## src/rtl/spi_frame_pkg.sv

```systemverilog
// Shared definitions for the SPI receive framer: checksum seed, error codes and FSM states.
package spi_frame_pkg;

    localparam logic [7:0] CHK_SEED_DEFAULT = 8'hCC;

    localparam logic [1:0] ERR_CHECKSUM = 2'd0;
    localparam logic [1:0] ERR_LEN      = 2'd1;
    localparam logic [1:0] ERR_TRUNC    = 2'd2;
    localparam logic [1:0] ERR_BUSY     = 2'd3;

    typedef enum logic [2:0] {
        ST_IDLE,
        ST_CMD,
        ST_LEN,
        ST_PAYLOAD,
        ST_CHK,
        ST_DRAIN,
        ST_DISCARD
    } rx_state_t;

endpackage

```

## src/rtl/spi_sync_edge.sv

```systemverilog
// N-stage synchronizer for an asynchronous level, with single-cycle rise/fall strobes.
module spi_sync_edge #(
    parameter int unsigned STAGES    = 2,
    parameter logic        RESET_VAL = 1'b0
) (
    input  logic clk,
    input  logic rst_n,
    input  logic d,
    output logic level,
    output logic rise,
    output logic fall
);

    logic [STAGES-1:0] chain;
    logic              prev;

    always_ff @(posedge clk or negedge rst_n) begin
        if (!rst_n) begin
            chain <= {STAGES{RESET_VAL}};
            prev  <= RESET_VAL;
        end else begin
            chain[0] <= d;
            for (int unsigned i = 1; i < STAGES; i++) begin
                chain[i] <= chain[i-1];
            end
            prev <= chain[STAGES-1];
        end
    end

    assign level = chain[STAGES-1];
    assign rise  = level & ~prev;
    assign fall  = ~level & prev;

endmodule

```

## src/rtl/spi_rx_framer.sv

```systemverilog
// SPI mode-0 receive framer: deserializes cmd/len/payload/checksum frames and releases
// each frame as a byte stream only after its XOR checksum verifies.
module spi_rx_framer
    import spi_frame_pkg::*;
#(
    parameter int unsigned MAX_LEN     = 8,
    parameter int unsigned SYNC_STAGES = 2,
    parameter logic [7:0]  CHK_SEED    = CHK_SEED_DEFAULT
) (
    input  logic       clk_in,
    input  logic       rst_n,
    input  logic       spi_clk,
    input  logic       spi_cs_n,
    input  logic       spi_mosi,
    output logic       out_valid,
    input  logic       out_ready,
    output logic [7:0] out_data,
    output logic       out_last,
    output logic [7:0] out_len,
    output logic       err_pulse,
    output logic [1:0] err_code
);

    localparam int unsigned IDX_W     = (MAX_LEN > 1) ? $clog2(MAX_LEN) : 1;
    localparam logic [7:0]  MAX_LEN_B = 8'(MAX_LEN);

    logic sclk_level, sclk_rise, sclk_fall;
    logic cs_level, cs_rise, cs_fall;
    logic mosi_level, mosi_rise, mosi_fall;
    logic unused_sync;

    spi_sync_edge #(.STAGES(SYNC_STAGES), .RESET_VAL(1'b0)) u_sync_clk (
        .clk(clk_in), .rst_n(rst_n), .d(spi_clk),
        .level(sclk_level), .rise(sclk_rise), .fall(sclk_fall)
    );

    spi_sync_edge #(.STAGES(SYNC_STAGES), .RESET_VAL(1'b1)) u_sync_cs (
        .clk(clk_in), .rst_n(rst_n), .d(spi_cs_n),
        .level(cs_level), .rise(cs_rise), .fall(cs_fall)
    );

    spi_sync_edge #(.STAGES(SYNC_STAGES), .RESET_VAL(1'b0)) u_sync_mosi (
        .clk(clk_in), .rst_n(rst_n), .d(spi_mosi),
        .level(mosi_level), .rise(mosi_rise), .fall(mosi_fall)
    );

    assign unused_sync = ^{sclk_level, sclk_fall, mosi_rise, mosi_fall};

    logic [2:0] bit_cnt;
    logic [6:0] shreg;
    logic       byte_done;
    logic [7:0] rx_byte;

    always_ff @(posedge clk_in or negedge rst_n) begin
        if (!rst_n) begin
            bit_cnt   <= '0;
            shreg     <= '0;
            byte_done <= 1'b0;
            rx_byte   <= '0;
        end else begin
            byte_done <= 1'b0;
            if (cs_level) begin
                bit_cnt <= '0;
                shreg   <= '0;
            end else if (sclk_rise) begin
                shreg   <= {shreg[5:0], mosi_level};
                bit_cnt <= bit_cnt + 3'd1;
                if (bit_cnt == 3'd7) begin
                    byte_done <= 1'b1;
                    rx_byte   <= {shreg, mosi_level};
                end
            end
        end
    end

    rx_state_t  state;
    logic [7:0] cmd_reg;
    logic [7:0] len_reg;
    logic [7:0] wr_idx;
    logic [7:0] rd_idx;
    logic [7:0] sum;
    logic       busy_ign;
    logic [7:0] frame_buf [MAX_LEN];

    always_ff @(posedge clk_in) begin
        if (state == ST_PAYLOAD && byte_done && !cs_rise) begin
            frame_buf[wr_idx[IDX_W-1:0]] <= rx_byte;
        end
    end

    always_ff @(posedge clk_in or negedge rst_n) begin
        if (!rst_n) begin
            state     <= ST_IDLE;
            cmd_reg   <= '0;
            len_reg   <= '0;
            wr_idx    <= '0;
            rd_idx    <= '0;
            sum       <= '0;
            busy_ign  <= 1'b0;
            out_valid <= 1'b0;
            out_data  <= '0;
            out_last  <= 1'b0;
            out_len   <= '0;
            err_pulse <= 1'b0;
            err_code  <= '0;
        end else begin
            err_pulse <= 1'b0;
            if (cs_rise) begin
                busy_ign <= 1'b0;
            end

            case (state)
                ST_IDLE: begin
                    if (!cs_level && !busy_ign) begin
                        state <= ST_CMD;
                        sum   <= CHK_SEED;
                    end
                end

                ST_CMD, ST_LEN, ST_PAYLOAD, ST_CHK: begin
                    if (cs_rise) begin
                        err_pulse <= 1'b1;
                        err_code  <= ERR_TRUNC;
                        state     <= ST_IDLE;
                    end else if (byte_done) begin
                        case (state)
                            ST_CMD: begin
                                cmd_reg <= rx_byte;
                                sum     <= sum ^ rx_byte;
                                state   <= ST_LEN;
                            end
                            ST_LEN: begin
                                sum     <= sum ^ rx_byte;
                                len_reg <= rx_byte;
                                wr_idx  <= '0;
                                if (rx_byte > MAX_LEN_B) begin
                                    err_pulse <= 1'b1;
                                    err_code  <= ERR_LEN;
                                    state     <= ST_DISCARD;
                                end else if (rx_byte == 8'd0) begin
                                    state <= ST_CHK;
                                end else begin
                                    state <= ST_PAYLOAD;
                                end
                            end
                            ST_PAYLOAD: begin
                                sum    <= sum ^ rx_byte;
                                wr_idx <= wr_idx + 8'd1;
                                if (wr_idx == len_reg - 8'd1) begin
                                    state <= ST_CHK;
                                end
                            end
                            default: begin
                                if (rx_byte == sum) begin
                                    state     <= ST_DRAIN;
                                    out_valid <= 1'b1;
                                    out_data  <= cmd_reg;
                                    out_last  <= (len_reg == 8'd0);
                                    out_len   <= len_reg;
                                    rd_idx    <= '0;
                                end else begin
                                    err_pulse <= 1'b1;
                                    err_code  <= ERR_CHECKSUM;
                                    state     <= ST_DISCARD;
                                end
                            end
                        endcase
                    end
                end

                ST_DRAIN: begin
                    // A new frame starting now is dropped whole; the flag survives until its cs rise.
                    if (cs_fall) begin
                        err_pulse <= 1'b1;
                        err_code  <= ERR_BUSY;
                        busy_ign  <= 1'b1;
                    end
                    if (out_valid && out_ready) begin
                        if (out_last) begin
                            out_valid <= 1'b0;
                            out_last  <= 1'b0;
                            state     <= cs_level ? ST_IDLE : ST_DISCARD;
                        end else begin
                            out_data <= frame_buf[rd_idx[IDX_W-1:0]];
                            out_last <= (rd_idx == out_len - 8'd1);
                            rd_idx   <= rd_idx + 8'd1;
                        end
                    end
                end

                ST_DISCARD: begin
                    if (cs_level) begin
                        state <= ST_IDLE;
                    end
                end

                default: state <= ST_IDLE;
            endcase
        end
    end

endmodule

```

## config.mk

```make
export PLATFORM = sky130hd
export DESIGN_NAME = spi_rx_framer
export DESIGN_NICKNAME = d
export VERILOG_FILES = /design/src/rtl/spi_frame_pkg.sv /design/src/rtl/spi_sync_edge.sv /design/src/rtl/spi_rx_framer.sv
export SDC_FILE = /design/constraint.sdc
export NUM_CORES = 1
export LEC_CHECK = 0
export CORE_UTILIZATION = 60
export CTS_BUF_LIST = sky130_fd_sc_hd__clkbuf_2
export DETAILED_ROUTE_END_ITERATION = 12
export PLACE_DENSITY = 0.79
export SYNTH_ARGS = -nofsm -noshare
export SYNTH_HDL_FRONTEND = slang
export SYNTH_SLANG_ARGS = --single-unit
```

## constraint.sdc

```tcl
create_clock -name clk_in -period 3.08 [get_ports clk_in]
set_input_delay 0.616 -clock clk_in [delete_from_list [all_inputs] [get_ports clk_in]]
set_output_delay 0.616 -clock clk_in [all_outputs]
set_load 0.02 [all_outputs]
```

==> results.md, run 1 <==
- Outcome: complete, no violations
- Buffers & Inverters on Critical Path: 0
- Clock tree root driver cell: sky130_fd_sc_hd__clkbuf_2
- Inst Count DP: 740
- Synth top area share: about a third
- Crit path kind: flop to flop
- Combinational family with the most area after synthesis: simple AND/OR/NAND/NOR gates
- Post-route non-filler standard cell count: 773
- Final antenna-violating net count: 0
- Max FFs per register: 64
- Dominant register cell in the synthesized netlist: sky130_fd_sc_hd__dfrtp_1
- Count of mapped cells out of synthesis: just under 600
- TritonCTS clock tree: done
- FILL cells: 829
- H-tree depth: 4
- Rel. slew slack: a little under two fifths
- Average wire length per cell after detail routing: 18.5 um
- Routability-driven placement congestion ratio: 0.927
- Buffers from clock root to sink, at most: 2
- Met1 usage in global routing: about a third
- Data arrival at the endpoint of the critical path: 3.26 ns
- Actual transition at the worst max-transition pin: 0.937 ns
- Number of port buffers: 26
- Die H: ~110 um
- First-pass GRT wire length: 23.7 mm
- Dominant cell type by area after synthesis: sky130_fd_sc_hd__dfrtp_1
- Aggregate routed wire length: between 10 and 15 mm
- Endpoint type of the worst setup path: flop
- Maximum clock rate: approximately 0.39 GHz
- RSZ-0062 raised after global routing: false
- Setup TNS: 0 ns
- Synthesized Nets: 595
- Number of buffers created by CTS: 17
- Mapped Area: 0.00709 mm^2
- Worst Hold Class: input pin to flop
- Number of buffers inserted to repair setup after CTS: 0
- Clock sink count: 156
- Adder-Cell Fraction of Synth Area: 1.24%
- Met2 Track Usage GR: 39.9%
- Warning count from the yosys run: 0
- Share of the cycle needed by the critical path after routing: between 80% and 90%
- Critical Path, Cell by Cell: nand2b_1, and2_0, nand3_1, nor2_1, mux2_2
- Synth Area per Inst: 12.2 um^2
- Initial core utilization: roughly three fifths
- Die Wd: 111 um
- Count of maximum capacitance violations: 0
- Io pins: 27
- Post-detail-place hpwl: a little under 10 mm
- Reg clk slew, reported paths: 0.24 ns
- Register bit count reported by yosys: roughly 160
- P per Cell Area: roughly 520 mW/mm^2
- Number of antenna repair diodes: 0
- Pin count of the biggest net entering global routing: 49
- Post-synthesis share of cell area spent on and, or, nand and nor gates: 12.3%
- Met3 usage: 5.36%
- Worst Clk Skew: 0.0383 ns
- Most used cells in the layout excluding fill and tap cells: sky130_fd_sc_hd__dfrtp_1, sky130_fd_sc_hd__edfxtp_1, sky130_fd_sc_hd__nand2_1, sky130_fd_sc_hd__nor2_1, sky130_fd_sc_hd__o21ai_0
- Number of vias in the routed layout: 4685
- Net count, final: 630
- Critical path's slowest cell: sky130_fd_sc_hd__nor2_1
- Sequential cell area fraction in the yosys report: 59.6%
- Max-slew violations: 0
- Share of cells above drive strength 1: between 15 and 20%
- Via density per instance: 6.06
- Number of gates resized after CTS: 0
- Drc violations: 0
- Top cells by area in the synthesized netlist: sky130_fd_sc_hd__dfrtp_1, sky130_fd_sc_hd__edfxtp_1, sky130_fd_sc_hd__mux4_2
- Vias in the first global route: 4660
- Total power: 4.07 mW
- Setup violation total in the final timing report: 0
- Flop-to-flop setup slack: between 0.4 and 0.5 ns
- Number of enable flip-flop cells after synthesis: 64
- Startpoint class of the critical path: flop
- Initial antenna violation count: 0
- Fraction of registers with async set/reset: around 59%
- Iter 0 DRT Violations: just over 400
- Peak supply drop: 0.427 mV
- Area added between synthesis and finish: 10.2%
- Grt ovf: 0
- Hold violation count in the final report: 0
- Top Usage Layer GRT: met2
- Min cycle time layout: ~2.6 ns
- Total Die Area: 0.0123 mm^2
- Area share of xor/xnor cells in the synthesized design: between 4 and 5%
- Compound-cell area share of the yosys netlist: 8.70%
- Distinct cell type count after synthesis: 60
- Total core area: around 0.011 mm^2
- Mux cell area share after synthesis: between 10% and 20%
- CP max stage delay: just under 0.8 ns
- Clock insertion delay at the later pin of the skew report: 0.75 ns
- Data required time at the worst endpoint: 3.75 ns
- Highest net fanout along the worst path: 13
- Kind of cell with the highest combined delay on the critical path: simple AND/OR/NAND/NOR gates
- Std-Cell Rows: 39
- Length of the first detailed-routing pass in iterations: 5
- LEAKAGE: approximately 3.1 nW
- Global router's overall resource usage: 25.2%
- Most common cell after layout, fill and taps aside: sky130_fd_sc_hd__dfrtp_1
[synthesized netlist by cell type (all sizes together) (4+ instances only)]
cell type  number
a21oi          26
xnor2          14
mux2           27
dfrtp          89
nor2           47
mux4           16
nor4            6
ha              7
nand4           5
o21ai          41
nand2b         12
nand3          16
o31ai           8
edfxtp         64
xor2           23
mux2i          10
clkbuf         25
nand2          57
nand3b          4
or3             4
inv            14
nor3           11
buf             6
[worst paths after layout]
kind / start / endpoint / cells after the start
worst max-delay path: u_sync_cs.prev / len_reg[5] / 5
min in group asynchronous: rst_n / cmd_reg[5] / 2
worst max register to register: u_sync_cs.prev / len_reg[5] / 5
worst min register to register: u_sync_cs.chain[0] / u_sync_cs.chain[1] / 0
max in group asynchronous: rst_n / out_len[4] / 3
worst min-delay path: spi_cs_n / u_sync_cs.chain[0] / 1
[metrics by stage]
stage	worst slack, ns	hold WS (ns)	area [um^2]	utilization, %
6_report	0.488	0.278	7820	68.2
5_1_grt	0.302	0.229	7820	68.2
4_1_cts	0.439	0.221	7820	68.2
3_5_place_dp	0.506	0.340	7550	65.8
3_3_place_gp	0.633	0.334	7550	65.8
2_1_floorplan	0.840	0.320	7090	-
[routing by layer]
metal | up-vias | routed length (um) | part of all wire (%)
met4 | 0 | 225 | 1.6
met2 | 156 | 6980 | 49
met1 | 2329 | 6230 | 44
met3 | 25 | 834 | 5.8
li1 | 2175 | - | -
met5 | - | 0 | 0
[cells by family (layout without fill, tap and decap cells)]
group | after synthesis | after routing
muxes | 53 | 53
and+or+nand+nor | 181 | 181
buffers and inverters | 46 | 94
AOI/OAI and AO/OA | 102 | 102
adders and majority gates | 7 | 7
xor gates and xnor gates | 37 | 37
DFF | 156 | 156
[timing repair]
action | in CTS | in global routing
setup endpoints to repair | 0 | 0
hold endpoints to repair | 44 | 0
hold buffers | 1 | 0
[area by class of cell]
class | count | area [um^2] | area share [%]
sequential | 156 | 4230 | 54.1
timing repair buffer | 47 | 430 | 5.51
clock buffer | 17 | 85.1 | 1.09
clock inverter | 15 | 173 | 2.21
tap | 143 | 179 | 2.29
inverter | 15 | 56.3 | 0.720
multi-input combinational | 380 | 2670 | 34.1
[power breakdown]
part           total (mW)  switching, mW  internal [mW]
Combinational       0.603          0.350          0.253
Sequential           2.29         0.0880           2.20
Clock                1.18          0.774          0.405
(Power assumes the default switching activity.)
==> run 2, diff against run 1 <==
CORE_UTILIZATION = 57   (was 60)
PLACE_DENSITY = 0.78   (was 0.79)
clock period = 2.2 ns   (was 3.08 ns; I/O delays follow)
==> run 2 against run 1 <==
Non-clock buffer count rose by 44. Highest routed layer unchanged. Clock skew rose by 0.0028 ns. Die area rose by 5.2%. Sequential share of layout area fell by 2.7 points. Design area rose by 5.5%. Utilization rose by 0.23 points. Combinational power rose by 62%. The run now ends with negative setup slack left. Register-to-register slack got worse by 0.49 ns.
==> results.md, run 2 (synthesis results as in run 1) <==
- Outcome: finished, violations left
- Failing checks: negative setup slack
- Drc violations: 0 (unchanged)
- Crit path setup slack, layout: -0.00725 ns (-0.495 ns)
- Most common cell after layout, fill and taps aside: sky130_fd_sc_hd__dfrtp_1
- Vias in the first global route: 4945 (+6.1%)
- Routability-driven placement congestion ratio: 0.865 (-6.7%)
- Pre-CTS setup slack: -0.107 ns (-0.614 ns)
- Setup violation total in the final timing report: 1 (+1)
- Number of vias in the routed layout: 4840 (+3.3%)
- Worst Hold End: u_sync_cs.chain[0]
- Post-detail-place hpwl: 10.6 mm (+10%)
- Routed wire length on met3: 604 um (-28%)
- TritonCTS clock tree: done
- Crit path kind: flop to flop
- Critical register-to-register path endpoint: out_last
- Data required time at the worst endpoint: 2.87 ns (-0.88 ns)
- Worst Clk Skew: 0.0412 ns (+0.00284 ns)
- Worst hold stages: 1 (unchanged)
- Hold violation count in the final report: 0 (unchanged)
- H-tree depth: 4 (unchanged)
- Share of the cycle needed by the critical path after routing: 100% (+16 points)
- Initial antenna violation count: 0 (unchanged)
- LEAKAGE: 3.40 nW (+11%)
- Number of antenna repair diodes: 0 (unchanged)
- Number of port buffers: 26 (unchanged)
- Count of maximum capacitance violations: 0 (unchanged)
- Std-Cell Rows: 40 (+2.6%)
- Worst Hold Margin: 0.0932 ns (-0.185 ns)
- Aggregate routed wire length: 15.5 mm (+8.8%)
- Data arrival at the endpoint of the critical path: 2.88 ns (-0.38 ns)
- Final antenna-violating net count: 0 (unchanged)
- Peak supply drop: 0.456 mV (+6.6%)
- Reg2reg path depth: 6 (+1)
- Actual transition at the worst max-transition pin: 0.694 ns (-0.243 ns)
- Initial core utilization: 58.8% (-3.0 points)
- Die H: 114 um (+2.5%)
- Max FFs per register: 64 (unchanged)
- Maximum clock rate: 0.453 GHz (+17%)
- Worst Hold Class: input pin to flop
- First-pass GRT wire length: 25.4 mm (+7.0%)
- Net count, final: 674 (+7.0%)
- Length of the first detailed-routing pass in iterations: 5 (unchanged)
- RSZ-0062 raised after global routing: true
- Clock tree root driver cell: sky130_fd_sc_hd__clkbuf_2
- Reg clk slew, reported paths: 0.24 ns (about the same)
- Number of buffers created by CTS: 17 (unchanged)
- Clock insertion delay at the later pin of the skew report: 0.76 ns (about the same)
- Area added between synthesis and finish: 16.3%
- Max-slew violations: 0 (unchanged)
- Average wire length per cell after detail routing: 18.4 um (-0.11%)
- Rel. slew slack: 53.6% (+16 points)
- Met2 WL: 7.78 mm (+11%)
- Iter 0 DRT Violations: 429 (+5.9%)
- Metal-1 WL: 6.83 mm (+9.7%)
- Launch instance of the worst register-to-register path: out_len[2]
- Most used cells in the layout excluding fill and tap cells: sky130_fd_sc_hd__dfrtp_1, sky130_fd_sc_hd__edfxtp_1, sky130_fd_sc_hd__buf_4, sky130_fd_sc_hd__nand2_1, sky130_fd_sc_hd__nor2_1
- Total Die Area: 0.0129 mm^2 (+5.2%)
- Source of the worst hold timing path: spi_cs_n
- Clock sink count: 156 (unchanged)
- Startpoint class of the critical path: flop
- Highest Signal Layer: met4
- Global router's overall resource usage: 26.4% (+1.1 points)
- Via density per instance: 5.75 (-5.2%)
- Post-route non-filler standard cell count: 842 (+8.9%)
- Pin count of the biggest net entering global routing: 51 (+4.1%)
- Critical path's slowest cell: sky130_fd_sc_hd__or4_4
- P per Cell Area: 728 mW/mm^2 (+40%)
- Die Wd: 114 um (+2.5%)
- Grt ovf: 0 (unchanged)
- Endpoint type of the worst setup path: flop
- CP max stage delay: 0.54 ns (-0.25 ns)
- Flop-to-flop setup slack: -0.007 ns (-0.49 ns)
- Highest net fanout along the worst path: 2 (-11)
- Buffers from clock root to sink, at most: 2 (unchanged)
- Total core area: 0.0121 mm^2 (+5.2%)
- Critical Path, Cell by Cell: or4_4, or4b_4, a21oi_2, o21ai_1, a211o_1, a31oi_1
- Min cycle time layout: 2.21 ns (-0.385 ns)
- Io pins: 27 (unchanged)
- Share of cells above drive strength 1: 23.7% (+7.4 points)
- Inst Count DP: 803 (+8.5%)
==> run 2: cell count changes in the layout (fill, tap and decap cells not counted), moves of 2 or more <==
cell | before | now
sky130_fd_sc_hd__buf_4 | 20 | 62
sky130_fd_sc_hd__clkdlybuf4s50_1 | 25 | 4
sky130_fd_sc_hd__dlygate4sd2_1 | 0 | 21
sky130_fd_sc_hd__dfrtp_1 | 89 | 83
sky130_fd_sc_hd__dfrtp_2 | 0 | 6
sky130_fd_sc_hd__bufinv_16 | 2 | 4
sky130_fd_sc_hd__clkinv_4 | 2 | 0
sky130_fd_sc_hd__dlygate4sd3_1 | 1 | 3
sky130_fd_sc_hd__inv_6 | 6 | 4
sky130_fd_sc_hd__nor4_1 | 6 | 4
sky130_fd_sc_hd__nor4_2 | 0 | 2
==> run 2: worst max path at each step <==
stage | slack (ns) | cells after the start | end | from
final | -0.007 | 6 | out_last | out_len[2]
after global routing | -0.09 | 6 | out_last | out_len[1]
after CTS | 0.02 | 6 | out_len[5] | rx_byte[6]
after detailed placement | -0.11 | 5 | out_data[4] | out_ready
after global placement | 0.02 | 5 | out_data[1] | out_ready
after floorplan | 0.003 | 6 | out_last | out_len[2]
==> run 2: critical path: cells and delay by family, from the launching register on <==
family	cells	cell delay, ns
simple gates	2	1.04
flops	1	0.43
compound gates	4	0.67
==> run 2: power breakdown <==
part           internal (mW)  switching [mW]  leakage (nW)  total [mW]
clock                  0.791            1.09         0.176        1.88
combinational          0.409           0.570          1.49       0.979
sequential              3.09          0.0619          1.73        3.15
==> run 2: layer usage <==
metal  track usage [%]  up-vias
met3              5.53       26
met2              43.2      129
li1                  -     2261
met1              35.0     2424
met4              9.82        0
met5                 0        -
==> run 2: per-stage QoR <==
stage | cell area [um^2] | setup TNS, ns | total power [mW] | utilization (%)
detailed placement | 7870 | -0.429 | 4.18 | 65.2
global route | 8250 | -0.434 | 6.26 | 68.4
floorplan | 7090 | 0 | 3.84 | -
finish | 8250 | -0.00725 | 6.00 | 68.4
global placement | 7870 | 0 | 4.16 | 65.2
CTS | 8200 | 0 | 6.02 | 68.0
==> run 2: final cells by class <==
cell class | count | area, um^2
clock buffer | 18 | 90.1
tap | 168 | 210
inverter | 15 | 56.3
multi-input combinational | 380 | 2710
fill | 888 | 3810
clock inverter | 14 | 208
sequential | 156 | 4240
timing repair buffer | 91 | 739
==> run 2: repair_timing <==
action                                  in CTS  in global routing
hold buffers                                 3                  0
gates resized for setup                     27                  9
pin swaps                                    4                  9
endpoints found under the hold margin       89                  0
buffers inserted                             3                  1
endpoints found under the setup margin      28                 26
==> run 3, diff against run 2 <==
CORE_MARGIN = 2   (was default)
==> run 3 against run 2 <==
The flow now finishes without violations. First-iteration DRC count decreased by 17%. Clock power decreased by 13%. Total power decreased by 4.4%. Sequential share of layout area increased by 0.26 points. Non-clock buffer count unchanged. Critical path depth unchanged. Largest cell class unchanged. Largest power group unchanged.
==> results.md, run 3 (synthesis results as in run 1) <==
- Outcome: complete, no violations
- Critical register-to-register path endpoint: out_last
- Worst Hold Margin: 0.122 ns (+0.0293 ns)
- Crit path kind: flop to flop
- Clock tree root driver cell: sky130_fd_sc_hd__clkbuf_2
- Setup violation total in the final timing report: 0 (-1)
- Source of the worst hold timing path: spi_cs_n
- Share of the cycle needed by the critical path after routing: 98.9% (-1.4 points)
- Critical Path, Cell by Cell: or4_4, or4b_4, a21oi_2, o21ai_1, a211o_1, a31oi_1
- Data required time at the worst endpoint: 2.84 ns (-0.03 ns)
- Number of buffers created by CTS: 17 (unchanged)
- Reg clk slew, reported paths: 0.21 ns (-0.03 ns)
- Std-Cell Rows: 40 (unchanged)
- Worst Clk Skew: 0.0252 ns (-0.0160 ns)
- Pin count of the biggest net entering global routing: 50 (-2.0%)
- Count of maximum capacitance violations: 0 (unchanged)
- Most common cell after layout, fill and taps aside: sky130_fd_sc_hd__dfrtp_1
- Flop-to-flop setup slack: 0.02 ns (+0.03 ns)
- Buffers & Inverters on Critical Path: 0 (unchanged)
- Grt ovf: 0 (unchanged)
- Initial antenna violation count: 0 (unchanged)
- LEAKAGE: 3.41 nW (+0.29%)
- Hold violation count in the final report: 0 (unchanged)
- Min cycle time layout: 2.18 ns (-0.0317 ns)
- Iter 0 DRT Violations: 356 (-17%)
- Global router's overall resource usage: 25.4% (-1.0 points)
- Multi-input combinational cell area: 0.00272 mm^2 (+0.18%)
- Length of the first detailed-routing pass in iterations: 4 (-1)
- Aggregate routed wire length: 15.2 mm (-2.0%)
- Post-Route Utilization: 68.0% (-0.34 points)
- Number of vias in the routed layout: 4793 (-0.97%)
- Worst hold stages: 1 (unchanged)
- Design Area, Final: 0.00821 mm^2 (-0.50%)
- Vias in the first global route: 5029 (+1.7%)
- Net count, final: 674 (unchanged)
- CP max stage delay: 0.55 ns (about the same)
- H-tree depth: 4 (unchanged)
- Most used cells in the layout excluding fill and tap cells: sky130_fd_sc_hd__dfrtp_1, sky130_fd_sc_hd__buf_4, sky130_fd_sc_hd__edfxtp_1, sky130_fd_sc_hd__nand2_1, sky130_fd_sc_hd__nor2_1
- Placed instance area: 0.00789 mm^2 (+0.32%)
- Peak supply drop: 0.485 mV (+6.4%)
- Post-detail-place hpwl: 10.6 mm (about the same)
- Initial core utilization: 58.8% (unchanged)
- TritonCTS clock tree: done
- Total core area: 0.0121 mm^2 (unchanged)
- Die Wd: 116 um (+1.8%)
- Actual transition at the worst max-transition pin: 0.715 ns (+0.0205 ns)
- Routability-driven placement congestion ratio: 0.892 (+3.1%)
- Drc violations: 0 (unchanged)
- Clock sink count: 156 (unchanged)
- First-pass GRT wire length: 25.5 mm (+0.57%)
- P per Cell Area: 700 mW/mm^2 (-3.9%)
- FILL cells: 885 (-0.34%)
- Clock insertion delay at the later pin of the skew report: 0.71 ns (-0.05 ns)
- Critical path's slowest cell: sky130_fd_sc_hd__or4_4
- Reg2reg path depth: 6 (unchanged)
- Number of antenna repair diodes: 0 (unchanged)
- Buffers from clock root to sink, at most: 2 (unchanged)
- Total Die Area: 0.0133 mm^2 (+3.6%)
- Via density per instance: 5.69 (-0.97%)
- Register area: 0.00424 mm^2 (unchanged)
- Kind of cell with the highest combined delay on the critical path: simple AND/OR/NAND/NOR gates
- Worst Hold End: u_sync_cs.chain[0]
- RSZ-0062 raised after global routing: true
- Io pins: 27 (unchanged)
- Average wire length per cell after detail routing: 18.1 um (-2.0%)
- Endpoint type of the worst setup path: flop
- Total power: 5.74 mW (-4.4%)
- Worst Hold Class: input pin to flop
- Die H: 116 um (+1.8%)
- Data arrival at the endpoint of the critical path: 2.82 ns (-0.06 ns)
- Max FFs per register: 64 (unchanged)
- Area added between synthesis and finish: 15.7%
- Highest net fanout along the worst path: 4 (+2)
- Final antenna-violating net count: 0 (unchanged)
- Startpoint class of the critical path: flop
- Number of port buffers: 26 (unchanged)
- Max-slew violations: 0 (unchanged)
- Maximum clock rate: 0.460 GHz (+1.5%)
- Rel. slew slack: 52.3% (-1.4 points)
- Share of cells above drive strength 1: 24.2% (+0.45 points)
- Launch instance of the worst register-to-register path: out_len[1]
-- run 3: how the worst max path moves through the flow --
stage	startpoint	to	slack (ns)	depth (start not counted)
after floorplan	out_len[2]	out_last	0.003	6
after global placement	out_ready	out_data[1]	-0.08	6
after detailed placement	out_ready	out_data[1]	-0.19	6
after CTS	err_code[0]	err_code[0]	0.001	1
after global routing	u_sync_cs.chain[1]	state[0]	-0.06	6
final	out_len[1]	out_last	0.02	6
-- run 3: final cells by class --
type	count	share of cell area, %
clock buffer	17	1.04
multi-input combinational	380	33.1
inverter	15	0.686
sequential	156	51.6
tap	168	2.56
clock inverter	15	2.10
timing repair buffer	91	8.93
-- run 3: per-stage QoR --
stage | TNS, ns | std cells | setup slack (ns)
detailed placement | -1.38 | 808 | -0.185
global route | -0.137 | 842 | -0.0609
CTS | 0 | 842 | 0.00103
finish | 0 | 842 | 0.0244
floorplan | 0 | 582 | 0.00263
global placement | -0.581 | 808 | -0.0795
-- run 3: power by group --
| group | total [mW] | internal (mW) | switching (mW) |
|---|---|---|---|
| clock network | 1.64 | 0.635 | 1.00 |
| logic | 0.978 | 0.403 | 0.575 |
| registers | 3.12 | 3.08 | 0.0397 |
-- run 3: repair_timing --
action                                  in CTS  in global routing
endpoints found under the setup margin      22                 21
buffers inserted                             1                  0
hold buffers                                 1                  0
hold endpoints to repair                    41                  0
gates resized for setup                     25                 12
pin swaps                                    3                  2
-- run 3: metal layers --
layer / up-vias / part of all wire, % / routed length (um) / GRT usage, %
met3: 28 / 4.6 / 700 / 5.65
met4: 0 / 2.2 / 331 / 9.08
met1: 2392 / 43 / 6550 / 33.9
li1: 2261 / - / - / -
met2: 112 / 50 / 7640 / 41.4
met5: - / 0 / 0 / 0
